### config.mk
export PLATFORM = sky130hd
export DESIGN_NAME = seg_display_arbiter
export DESIGN_NICKNAME = d
export VERILOG_FILES = /design/src/rtl/seg_pkg.sv /design/src/rtl/seg_display_arbiter_seg_encoder.sv /design/src/rtl/seg_display_arbiter.sv
export SDC_FILE = /design/constraint.sdc
export NUM_CORES = 1
export LEC_CHECK = 0
export ABC_AREA = 0
export CAP_MARGIN = 10
export CORE_MARGIN = 8
export CORE_UTILIZATION = 50
export CTS_BUF_LIST = sky130_fd_sc_hd__clkbuf_16
export DETAILED_ROUTE_END_ITERATION = 6
export GPL_TIMING_DRIVEN = 0
export PLACE_DENSITY = 0.79
export SYNTH_ARGS = -nofsm -noshare
export SYNTH_HDL_FRONTEND = slang
export SYNTH_SLANG_ARGS = --single-unit
### constraint.sdc
create_clock -name clk -period 6.5 [get_ports clk]
set_input_delay 0.65 -clock clk [delete_from_list [all_inputs] [get_ports clk]]
set_output_delay 0.65 -clock clk [all_outputs]
set_load 0.01 [all_outputs]
### src/rtl/seg_pkg.sv
// seg_pkg: shared types and constants for the 7-segment display arbiter.
// Holds the FSM state encoding, the code-to-pattern table, the idle pattern
// and the round-robin search helper.
package seg_pkg;

  typedef enum logic [0:0] {
    IDLE = 1'b0,
    HOLD = 1'b1
  } seg_state_t;

  // Dash shown whenever nobody owns the display.
  localparam logic [7:0] SEG_IDLE = 8'h02;

  // Entry [n] is the pattern for code n; bit 0 is the decimal point.
  // 0xA is a dash, 0xB is all-on (lamp test), 0xC..0xF are blank.
  localparam logic [15:0][7:0] SEG_TABLE = {
    8'h00, 8'h00, 8'h00, 8'h00,   // F E D C
    8'hFF, 8'h02, 8'hF7, 8'hFF,   // B A 9 8
    8'hE1, 8'hBF, 8'hB7, 8'hD3,   // 7 6 5 4
    8'hE7, 8'h6F, 8'hC1, 8'hFD    // 3 2 1 0
  };

  typedef struct packed {
    logic       vld;
    logic [1:0] idx;
  } rr_pick_t;

  // Round-robin search over three requesters, starting just after 'last'.
  function automatic rr_pick_t rr_pick(input logic [1:0] last, input logic [2:0] req);
    rr_pick_t   r;
    logic [1:0] c;
    r = '0;
    c = last;
    for (int i = 0; i < 3; i++) begin
      c = (c == 2'd2) ? 2'd0 : c + 2'd1;
      if (!r.vld && req[c]) begin
        r.vld = 1'b1;
        r.idx = c;
      end
    end
    return r;
  endfunction

endpackage

### src/rtl/seg_display_arbiter_seg_encoder.sv
// seg_encoder: combinational 4-bit display code to 8-bit segment pattern.
module seg_encoder
  import seg_pkg::*;
(
  input  logic [3:0] i_code,
  output logic [7:0] o_seg
);

  assign o_seg = SEG_TABLE[i_code];

endmodule

### src/rtl/seg_display_arbiter.sv
// seg_display_arbiter: round-robin owner selection for a shared 7-segment
// display. Each grant holds the display for HOLD_CYCLES enabled cycles,
// then pulses done to the owner; dropping req early aborts without done.
// Optional build macro SEG_ARB_PREEMPT_EN: a rising req[0] (status channel)
// pre-empts requester 1 or 2 and takes the display straight from HOLD.
module seg_display_arbiter
  import seg_pkg::*;
#(
  parameter int unsigned HOLD_CYCLES = 16
) (
  input  logic       clk,
  input  logic       rst_n,
  input  logic       ena,
  input  logic [2:0] req,
  input  logic [3:0] code0,
  input  logic [3:0] code1,
  input  logic [3:0] code2,
  output logic [2:0] grant,
  output logic [2:0] done,
  output logic [7:0] seg
);

  localparam logic [7:0] CNT_LOAD = 8'(HOLD_CYCLES - 1);

  seg_state_t r_state;
  logic [1:0] r_last;
  logic [1:0] r_gidx;
  logic [7:0] r_cnt;
  logic [2:0] r_grant;
  logic [7:0] r_seg;

  rr_pick_t   w_pick;
  logic       w_preempt;
  logic [1:0] w_sel_idx;
  logic [3:0] w_sel_code;
  logic [7:0] w_sel_seg;
  logic       w_req_held;
  logic       w_cnt_zero;

`ifdef SEG_ARB_PREEMPT_EN
  logic r_req0_q;

  // Remember last enabled-cycle value of req[0] to detect its rising edge.
  always_ff @(posedge clk) begin
    if (!rst_n) begin
      r_req0_q <= 1'b0;
    end else if (ena) begin
      r_req0_q <= req[0];
    end
  end

  assign w_preempt = (r_state == HOLD) && (r_gidx != 2'd0) && req[0] && !r_req0_q;
`else
  assign w_preempt = 1'b0;
`endif

  assign w_pick     = rr_pick(r_last, req);
  assign w_sel_idx  = w_preempt ? 2'd0 : w_pick.idx;
  assign w_req_held = |(req & r_grant);
  assign w_cnt_zero = (r_cnt == 8'd0);

  // Code of whichever requester is about to be granted.
  always_comb begin
    w_sel_code = code0;
    case (w_sel_idx)
      2'd1:    w_sel_code = code1;
      2'd2:    w_sel_code = code2;
      default: w_sel_code = code0;
    endcase
  end

  seg_encoder u_enc (
    .i_code (w_sel_code),
    .o_seg  (w_sel_seg)
  );

  // Arbitration FSM: select in IDLE, count down in HOLD, release on expiry,
  // abort or pre-emption. Everything freezes while ena is low.
  always_ff @(posedge clk) begin
    if (!rst_n) begin
      r_state <= IDLE;
      r_last  <= 2'd2;
      r_gidx  <= 2'd0;
      r_cnt   <= 8'd0;
      r_grant <= 3'b000;
      r_seg   <= SEG_IDLE;
    end else if (ena) begin
      case (r_state)
        IDLE: begin
          if (w_pick.vld) begin
            r_state <= HOLD;
            r_gidx  <= w_sel_idx;
            r_grant <= 3'b001 << w_sel_idx;
            r_seg   <= w_sel_seg;
            r_cnt   <= CNT_LOAD;
          end
        end
        HOLD: begin
          if (w_preempt) begin
            r_last  <= r_gidx;
            r_gidx  <= 2'd0;
            r_grant <= 3'b001;
            r_seg   <= w_sel_seg;
            r_cnt   <= CNT_LOAD;
          end else if (!w_req_held || w_cnt_zero) begin
            r_state <= IDLE;
            r_last  <= r_gidx;
            r_grant <= 3'b000;
            r_seg   <= SEG_IDLE;
            r_cnt   <= 8'd0;
          end else begin
            r_cnt   <= r_cnt - 8'd1;
          end
        end
        default: begin
          r_state <= IDLE;
          r_grant <= 3'b000;
          r_seg   <= SEG_IDLE;
        end
      endcase
    end
  end

  // done only on a genuine completion: counter expired, owner still
  // requesting, clock enabled and not being pre-empted on this edge.
  assign done  = (ena && (r_state == HOLD) && w_cnt_zero && w_req_held && !w_preempt)
               ? r_grant : 3'b000;
  assign grant = r_grant;
  assign seg   = r_seg;

endmodule

Word level (Yosys, flattened, before mapping)
Memory sizes are Yosys's and may differ from the RTL's.
Cells that the tools add are included.
{"block": "totals", "mem_bits_ro": 128, "in_bits": 18, "output_inout_bits": 14, "wordCells": 69, "n_memories": 1, "reg_bits": 24}
{"memory": "(name not given)", "depth": 16, "word_bits": 8, "read_ports": 1, "rd_ports_with_merged_regs": 0, "wr": 0, "line_no": "seg_display_arbiter_seg_encoder.sv:9", "rtl": "assign o_seg = SEG_TABLE[i_code];"}
{"block": "classes", "n_addsub": 4, "eq_ne": 7, "bitwise": 2, "mux": 29, "order_cmp": 4, "n_shift": 1, "reduce_logical": 15}
{"operator": "$mux W8", "count": 5}
{"operator": "$pmux W8 S2", "count": 2}
{"operator": "$mux W3", "count": 6}
{"operator": "$mux W2", "count": 5}
{"operator": "$lt A2 B3 Y1 const B", "count": 3}
{"operator": "$reduce_and A3 Y1", "count": 3}
{"operator": "$eq A2 B2 Y1 const B", "count": 4}
{"operator": "$logic_not A8 Y1", "count": 1}
{"operator": "$pmux W4 S2", "count": 1}
{"operator": "$sub A8 B1 Y8 const B", "count": 1}
{"operator": "$add A2 B1 Y2 const B", "count": 3}
{"operator": "$bmux W1 S2", "count": 3}
{"operator": "$pmux W3 S2", "count": 1}
{"operator": "$logic_and A1 B1 Y1", "count": 5}
{"operator": "$lt A4 B5 Y1 const B", "count": 1}
{"operator": "$mux W1", "count": 5}
{"operator": "$and A3 B3 Y3", "count": 1}
{"operator": "$logic_not A1 Y1", "count": 3}
{"operator": "$reduce_or A3 Y1", "count": 1}
{"operator": "$shl A1 B2 Y3 const A", "count": 1}
{"operator": "$eq A2 B1 Y1 const B", "count": 1}
{"operator": "$ne A2 B1 Y1 const B", "count": 1}
{"operator": "$ne A2 B2 Y1 const B", "count": 1}
{"operator": "$pmux W1 S2", "count": 1}
{"operator": "other kinds (3)", "count": 3}

Longest topological paths before layout
Gate-level depths: netlist (run 1).
{"block": "logic_depth", "depth_word": 17, "mapped_depth": 14, "depth_no_buf": 13}

By module
A second synthesis (run 1) with hierarchy kept.
{"block": "hier_totals", "cells_unflattened": 165, "hier_area_um2": 1448.9}
{"module": "seg_display_arbiter", "n_inst": 1, "area_per_inst_um2": 1232.4, "cells_per_inst": 136, "seq_area_each_um2": 480.5}
{"module": "seg_encoder", "n_inst": 1, "area_per_inst_um2": 216.5, "cells_per_inst": 29, "seq_area_each_um2": 0.0}

Least setup slack after synthesis (run 1)
OpenSTA, ideal clock, no wires.
{"block": "synth_path", "kind": "input -> register", "from": "input port req[2]", "to": "register r_seg[2] (netlist: seg[2])", "stages": 11, "setup_time_ns": 0.147, "t_arrival_ns": 2.936, "path_buffers": 2, "t_required_ns": 6.353, "slack_ns": 3.416, "cell_sequence": "a21oi_1 o21ai_0 ha_1 buf_2 buf_1 nor2_1 a21oi_1 ha_1 nor3b_1 o311ai_1 o22ai_1"}
{"block": "synth_between", "elab_chain_cells": 15, "elab_cells_between_ends": 27, "cone_classes": "4 x eq/ne; 13 x mux; 1 x bitwise; 8 x reduce/logical; 1 x memory"}
{"element": "start, declared", "line_no": "seg_display_arbiter.sv:14", "rtl": "input logic [2:0] req,"}
{"element": "$bmux W1 S2", "line_no": "seg_pkg.sv:36", "rtl": "if (!r.vld && req[c]) begin"}
{"element": "$mux W1 (implied by the code)", "line_no": "seg_pkg.sv:36"}
{"element": "$mux W3", "line_no": "seg_pkg.sv:36"}
{"element": "$logic_not A1 Y1", "line_no": "seg_pkg.sv:36"}
{"element": "$logic_and A1 B1 Y1", "line_no": "seg_pkg.sv:36"}
{"element": "$mux W3", "line_no": "seg_pkg.sv:36"}
{"element": "$logic_not A1 Y1", "line_no": "seg_pkg.sv:36"}
{"element": "$logic_and A1 B1 Y1", "line_no": "seg_pkg.sv:36"}
{"element": "$mux W3", "line_no": "seg_pkg.sv:36"}
{"element": "$eq A2 B2 Y1 / $eq A2 B1 Y1 (equally long branches)", "line_no": "seg_display_arbiter.sv:65", "rtl": "case (w_sel_idx)"}
{"element": "$pmux W4 S2", "line_no": "seg_display_arbiter.sv:65"}
{"element": "$mem_v2 Z16 W8"}
{"element": "$mux W8 (implied by the code)", "line_no": "seg_display_arbiter_seg_encoder.sv:9"}
{"element": "$mux W8", "line_no": "seg_display_arbiter.sv:90", "rtl": "if (w_pick.vld) begin"}
{"element": "$pmux W8 S2", "line_no": "seg_display_arbiter.sv:88", "rtl": "case (r_state)"}
{"element": "end signal, assigned", "line_no": "seg_display_arbiter.sv:94", "rtl": "r_seg <= w_sel_seg;"}
{"element": "end signal, assigned", "line_no": "seg_display_arbiter.sv:103", "rtl": "r_seg <= w_sel_seg;"}
{"element": "end, declared", "line_no": "seg_display_arbiter.sv:30", "rtl": "logic [7:0] r_seg;"}
Several ways; a longest one is shown, not always the timed one. The select of a mux whose other input is x is not followed.
A chain may end at the register's enable or synchronous reset.

Worst setup path in the final report (run 1)
{"block": "layout_path", "from": "input port req[1]", "to": "register r_seg[6] (netlist: seg[6])"}
The elaborated chain is that of the path after synthesis.

==> results of run 1 <==
critical path, cell delays in order:
cell	delay (ns)
clkdlybuf4s50_1	0.59
a21oi_1	0.13
o21ai_0	0.39
ha_1	0.32
buf_2	0.18
buf_1	0.22
o21ai_0	0.57
ha_1	0.28
nor3b_1	0.07
o311ai_1	0.61
o22ai_1	0.20
placed cells by master (no fill, tap or decap), types with 2 or more instances in the layout:
cell type and instances:
clkdlybuf4s50_1 31, nand3b_1 2, nor3b_1 2, xor2_1 4, and2_1 6, clkbuf_1 2, nor3_1 6, o21ai_0 10
nor2_1 12, o22ai_1 4, nand2_1 11, clkbuf_16 3, a22oi_1 2, a31oi_1 2, dfxtp_1 24, a211oi_1 7
a21oi_1 17, a21o_1 3, o211ai_1 5, nand3_1 9, ha_1 12, inv_1 17
logic make-up (layout without fill, tap and decap cells):
logic type | Yosys count | after routing | synth area share
xor+xnor | 4 | 4 | 0.02397
fa+ha+maj | 12 | 12 | 0.1027
flops | 24 | 24 | 0.3288
buf+inv | 22 | 57 | 0.06249
compound gates | 62 | 62 | 0.2868
simple gates | 55 | 55 | 0.1952
metal layers:
layer	GRT usage	wire, µm	vias to the layer above
li1	-	-	724
met1	0.1721	1634	699
met2	0.2954	2129	46
met3	0.01836	156	4
met4	0.04911	49	0
met5	0	0	-
where the power goes:
part | internal (µW) | switching, µW
registers | 160 | 10.5
logic | 56.8 | 71.6
clock network | 122 | 52.5
total | 339 | 135
flip-flops by register name, summed over array words and instances, names as in the netlist:
register	cells
grant	3
r_cnt	8
r_gidx	2
r_last	2
r_state	1
seg	8
through the flow:
stage | setup slack [ns] | power (µW) | std cells | hold WS, ns | instance area, µm²
floorplan | 3.416 | 251.8 | 179 | 0.4366 | 1461
detailed placement | 2.246 | 299.6 | 241 | 0.4525 | 1810
global placement | 2.380 | 294.2 | 241 | 0.4425 | 1810
global route | 2.058 | 493.2 | 245 | 0.4754 | 1916
CTS | 2.460 | 473.5 | 245 | 0.4613 | 1916
finish | 2.401 | 473.9 | 245 | 0.4578 | 1916
worst paths after layout:
check,start,endpoint,slack [ns],cells after the start
setup reg to reg,r_last[0],seg[6],3.06,11
setup / recovery,req[1],seg[6],2.40,11
hold / removal,seg[0],seg[0],0.46,2
hold reg to reg,seg[0],seg[0],0.46,2
area by class of cell:
| class | count | area, µm² |
|---|---|---|
| multi-input cells | 133 | 889.6 |
| repair buffers | 31 | 310.3 |
| fillers | 235 | 842.1 |
| well taps | 31 | 38.79 |
| flip-flops and latches | 24 | 480.5 |
| plain buffers | 5 | 27.53 |
| clock inverters | 1 | 30.03 |
| clock buffers | 3 | 75.07 |
| inverters | 17 | 63.81 |
==> results.json, run 1 <==
{
  "status": "finished, final reports clean",
  "numCtsBuffers": 3,
  "min_period_over_period": 0.6307,
  "grt_pass1_vias": 1426,
  "cts_hold_buf": 0,
  "syn_inst": 179,
  "synth_top_area_frac": 0.3288,
  "die_w_um": 70.06,
  "power_density_mw_per_mm2": 247.4,
  "core_mm2": 0.002758,
  "drt_iter0_drc": 151,
  "postRouteAntennaNets": 0,
  "drcViolationCount": 0,
  "vias_per_cell": 6.012,
  "synthArstFlopShare": 0,
  "slew_violations": 0,
  "dp_hpwl_um": 3007,
  "setup_violations": 0,
  "yosysWarnings": 0,
  "finalWirelength_um": 3970,
  "synth_top_cell_by_area": "dfxtp_1",
  "synth_ff_type": "dfxtp_1",
  "worstSetupEndpointType": "flip-flop",
  "crit_arrival_ns": 4.20,
  "rows": 19,
  "post_cts_buffers": 0,
  "cts_tree": "yes",
  "clock_latency_ns": 0.25,
  "gp_congestion": 0.8685,
  "overflow": 0,
  "antenna_found_initial": 0,
  "dieArea_mm2": 0.004908,
  "final_core_util": 0.6946,
  "synth_fp_nets": 209,
  "skew_ns": 0.001478,
  "p_leak_uw": 0.0007319,
  "clk_pin_slew_ns": 0.06,
  "cts_resized": 0,
  "clock-sinks": 24,
  "drv_cap": 0,
  "synth-seq-area-share": 0.3288,
  "clock_path_buffers": 2,
  "first_pass_iters": 4,
  "synth_cell_types": 42,
  "path_class": "input pin to flip-flop",
  "grt_usage": 0.1554,
  "nets": 245,
  "h-tree-depth": 1,
  "grt_max_degree": 15,
  "min_path_type": "flip-flop to flip-flop",
  "worst_slew_pin_slew_ns": 0.7151,
  "syn_area_per_cell_um2": 8.164,
  "grt_pass1_wl_um": 6575,
  "die_h_um": 70.06,
  "rsz0062_at_grt": "no",
  "ir_drop_mv": 0.2031,
  "num_antenna_cells": 0,
  "max_slew_margin": 0.5232,
  "synthMostInstantiatedCell": "dfxtp_1",
  "synth.area.top_cells": "dfxtp_1, ha_1, a21oi_1",
  "period_minus_slack_ns": 4.099,
  "area_delta_synth_final_pct": 31.08,
  "crit_path_max_fanout": 10,
  "tns_ns": 0,
  "vias": 1473,
  "cp.required_ns": 6.60,
  "synth-edff-count": 0,
  "drive_gt1_frac": 0.05607,
  "wire_per_inst_um": 16.20,
  "portBuffers": 31,
  "netlist_area_mm2": 0.001461,
  "max_freq_mhz": 243.9,
  "ios": 32,
  "start_util": 0.5299,
  "hold_violations": 0,
  "synth_seq_cells": 24,
  "start_kind": "input pin",
  "cts_root_buf": "clkbuf_16",
  "synth_commonest_cells": "dfxtp_1, a21oi_1, inv_1, ha_1, nor2_1"
}
(Power assumes the default switching activity.)
==> run 2: changes to the inputs <==
--- a/config.mk
+++ b/config.mk
@@ -8,11 +8,11 @@
 export ABC_AREA = 0
 export CAP_MARGIN = 10
 export CORE_MARGIN = 8
-export CORE_UTILIZATION = 50
+export CORE_UTILIZATION = 45
 export CTS_BUF_LIST = sky130_fd_sc_hd__clkbuf_16
 export DETAILED_ROUTE_END_ITERATION = 6
 export GPL_TIMING_DRIVEN = 0
-export PLACE_DENSITY = 0.79
+export PLACE_DENSITY = 0.75
 export SYNTH_ARGS = -nofsm -noshare
 export SYNTH_HDL_FRONTEND = slang
 export SYNTH_SLANG_ARGS = --single-unit
==> constraint.sdc (replaced) <==
create_clock -name clk -period 3.6 [get_ports clk]
set_input_delay 0.36 -clock clk [delete_from_list [all_inputs] [get_ports clk]]
set_output_delay 0.36 -clock clk [all_outputs]
set_load 0.01 [all_outputs]
==> run 2 against run 1 <==
Compared with the run above:
- worst hold slack lost 0.0051 ns
- total power increased by 81%
- register-to-register slack worse by 2.6 ns
- wire length down 8.3%
- worst setup slack worse by 2.2 ns
- die area grew 8.5%
- clock skew is essentially flat
- critical path depth up 1
- core utilization decreased by 6.3 points
- sequential share of layout area shrank 0.36 points
- critical path type unchanged
- critical endpoint unchanged
- highest routed layer unchanged
==> results.json, run 2 (synthesis gave the netlist of run 1 again) <==
{
  "status": "finished, final reports clean",
  "worstSetupEndpointType": "flip-flop",
  "crit_arrival_ns": 3.47,
  "slowest_delay_ns": 0.52,
  "first_pass_iters": 4,
  "hold_violations": 0,
  "path_class": "input pin to flip-flop",
  "start_util": 0.4748,
  "cts_hold_buf": 0,
  "nets": 245,
  "grt_pass1_wl_um": 6479,
  "crit_path_top_delay_cell": "clkdlybuf4s50_1",
  "ir_drop_mv": 0.1777,
  "cp_top_family": "compound AO/OA/AOI/OAI gates",
  "dieArea_mm2": 0.005327,
  "max_slew_margin": 0.5514,
  "path_cells": "clkdlybuf4s50_1 > a21oi_1 > o21ai_1 > ha_1 > buf_2 > buf_1 > nand3_1 > o21ai_1 > ha_1 > nor3b_1 > o311ai_2 > o22ai_1",
  "vias_per_cell": 5.519,
  "h-tree-depth": 1,
  "slew_violations": 0,
  "cts_tree": "yes",
  "rsz0062_at_grt": "no",
  "dp_hpwl_um": 2850,
  "drv_cap": 0,
  "grt_max_degree": 15,
  "crit_path_max_fanout": 10,
  "period_minus_slack_ns": 3.351,
  "area_delta_synth_final_pct": 32.96,
  "antenna_found_initial": 0,
  "clock_latency_ns": 0.26,
  "overflow": 0,
  "num_antenna_cells": 0,
  "cp.required_ns": 3.72,
  "finalWirelength_um": 3640,
  "rows": 20,
  "ios": 32,
  "layout_common_cells": "clkdlybuf4s50_1, dfxtp_1, inv_1",
  "clock_path_buffers": 2,
  "post_cts_buffers": 0,
  "worst_slew_pin_slew_ns": 0.6730,
  "grt_usage": 0.1499,
  "start_kind": "input pin",
  "core_mm2": 0.003078,
  "portBuffers": 31,
  "drcViolationCount": 0,
  "postRouteAntennaNets": 0,
  "drt_iter0_drc": 80,
  "vias": 1424,
  "power_density_mw_per_mm2": 440.7,
  "die_w_um": 72.99,
  "final_core_util": 0.6313,
  "min_period_over_period": 0.9308,
  "max_freq_mhz": 298.4,
  "dp.cells": 254,
  "numCtsBuffers": 3,
  "grt_pass1_vias": 1415,
  "drive_gt1_frac": 0.06542,
  "clock-sinks": 24,
  "gp_congestion": 0.8514,
  "skew_ns": 0.001649,
  "clk_pin_slew_ns": 0.06,
  "min_path_type": "flip-flop to flip-flop",
  "p_leak_uw": 0.0007323,
  "fin_worst_hold_slack_ns": 0.4527,
  "die_h_um": 72.99,
  "setup_violations": 0,
  "fin_cells": 258,
  "wire_per_inst_um": 14.11,
  "layout_commonest_cell": "clkdlybuf4s50_1",
  "path_buf_inv": 3,
  "cts_root_buf": "clkbuf_16"
}
## run 2: area by class of cell
class	count	area, µm²
sequential	24	480.5
inverter	17	63.81
clock inverter	1	30.03
buffer	5	27.53
timing repair buffer	31	310.3
fill	279	1135
multi-input combinational	133	900.9
tap	44	55.05
clock buffer	3	75.07
## run 2: final timing paths
path | startpoint | to | slack, ns | depth (start not counted)
max | req[2] | seg[6] | 0.25 | 12
min | seg[0] | seg[0] | 0.45 | 2
min reg2reg | seg[0] | seg[0] | 0.45 | 2
max reg2reg | r_last[1] | seg[6] | 0.50 | 12
## run 2: per-stage QoR
stage               power, µW  area [µm²]  setup TNS [ns]  setup WS [ns]
global placement        532.6        1827          -1.419        -0.2976
finish                  856.4        1943               0         0.2490
floorplan               454.6        1461               0         0.8037
CTS                     852.9        1939               0         0.1122
global route            901.1        1943               0        0.05034
detailed placement      538.0        1827          -1.921        -0.4205
## run 2: tightest hold or removal path: stages, from the launching register on
cell and delay [ns]:
dfxtp_1 0.31, inv_1 0.05, o21ai_1 0.05
## run 2: repair_timing
action / CTS / global route
pin swaps: 0 / 0
setup endpoints to repair: 5 / 5
gates resized for setup: 2 / 3
## run 2: where the power goes
group / total, µW / switching (µW) / internal (µW)
clock network: 318 / 97.3 / 221
logic: 230 / 126 / 103
registers: 308 / 19.2 / 289
## run 2: layer usage
metal,track usage,part of all wire,vias up
met5,0,0,-
met4,0.06000,0.015,0
met3,0.02060,0.029,4
met2,0.2651,0.51,27
met1,0.1754,0.45,668
li1,-,-,725
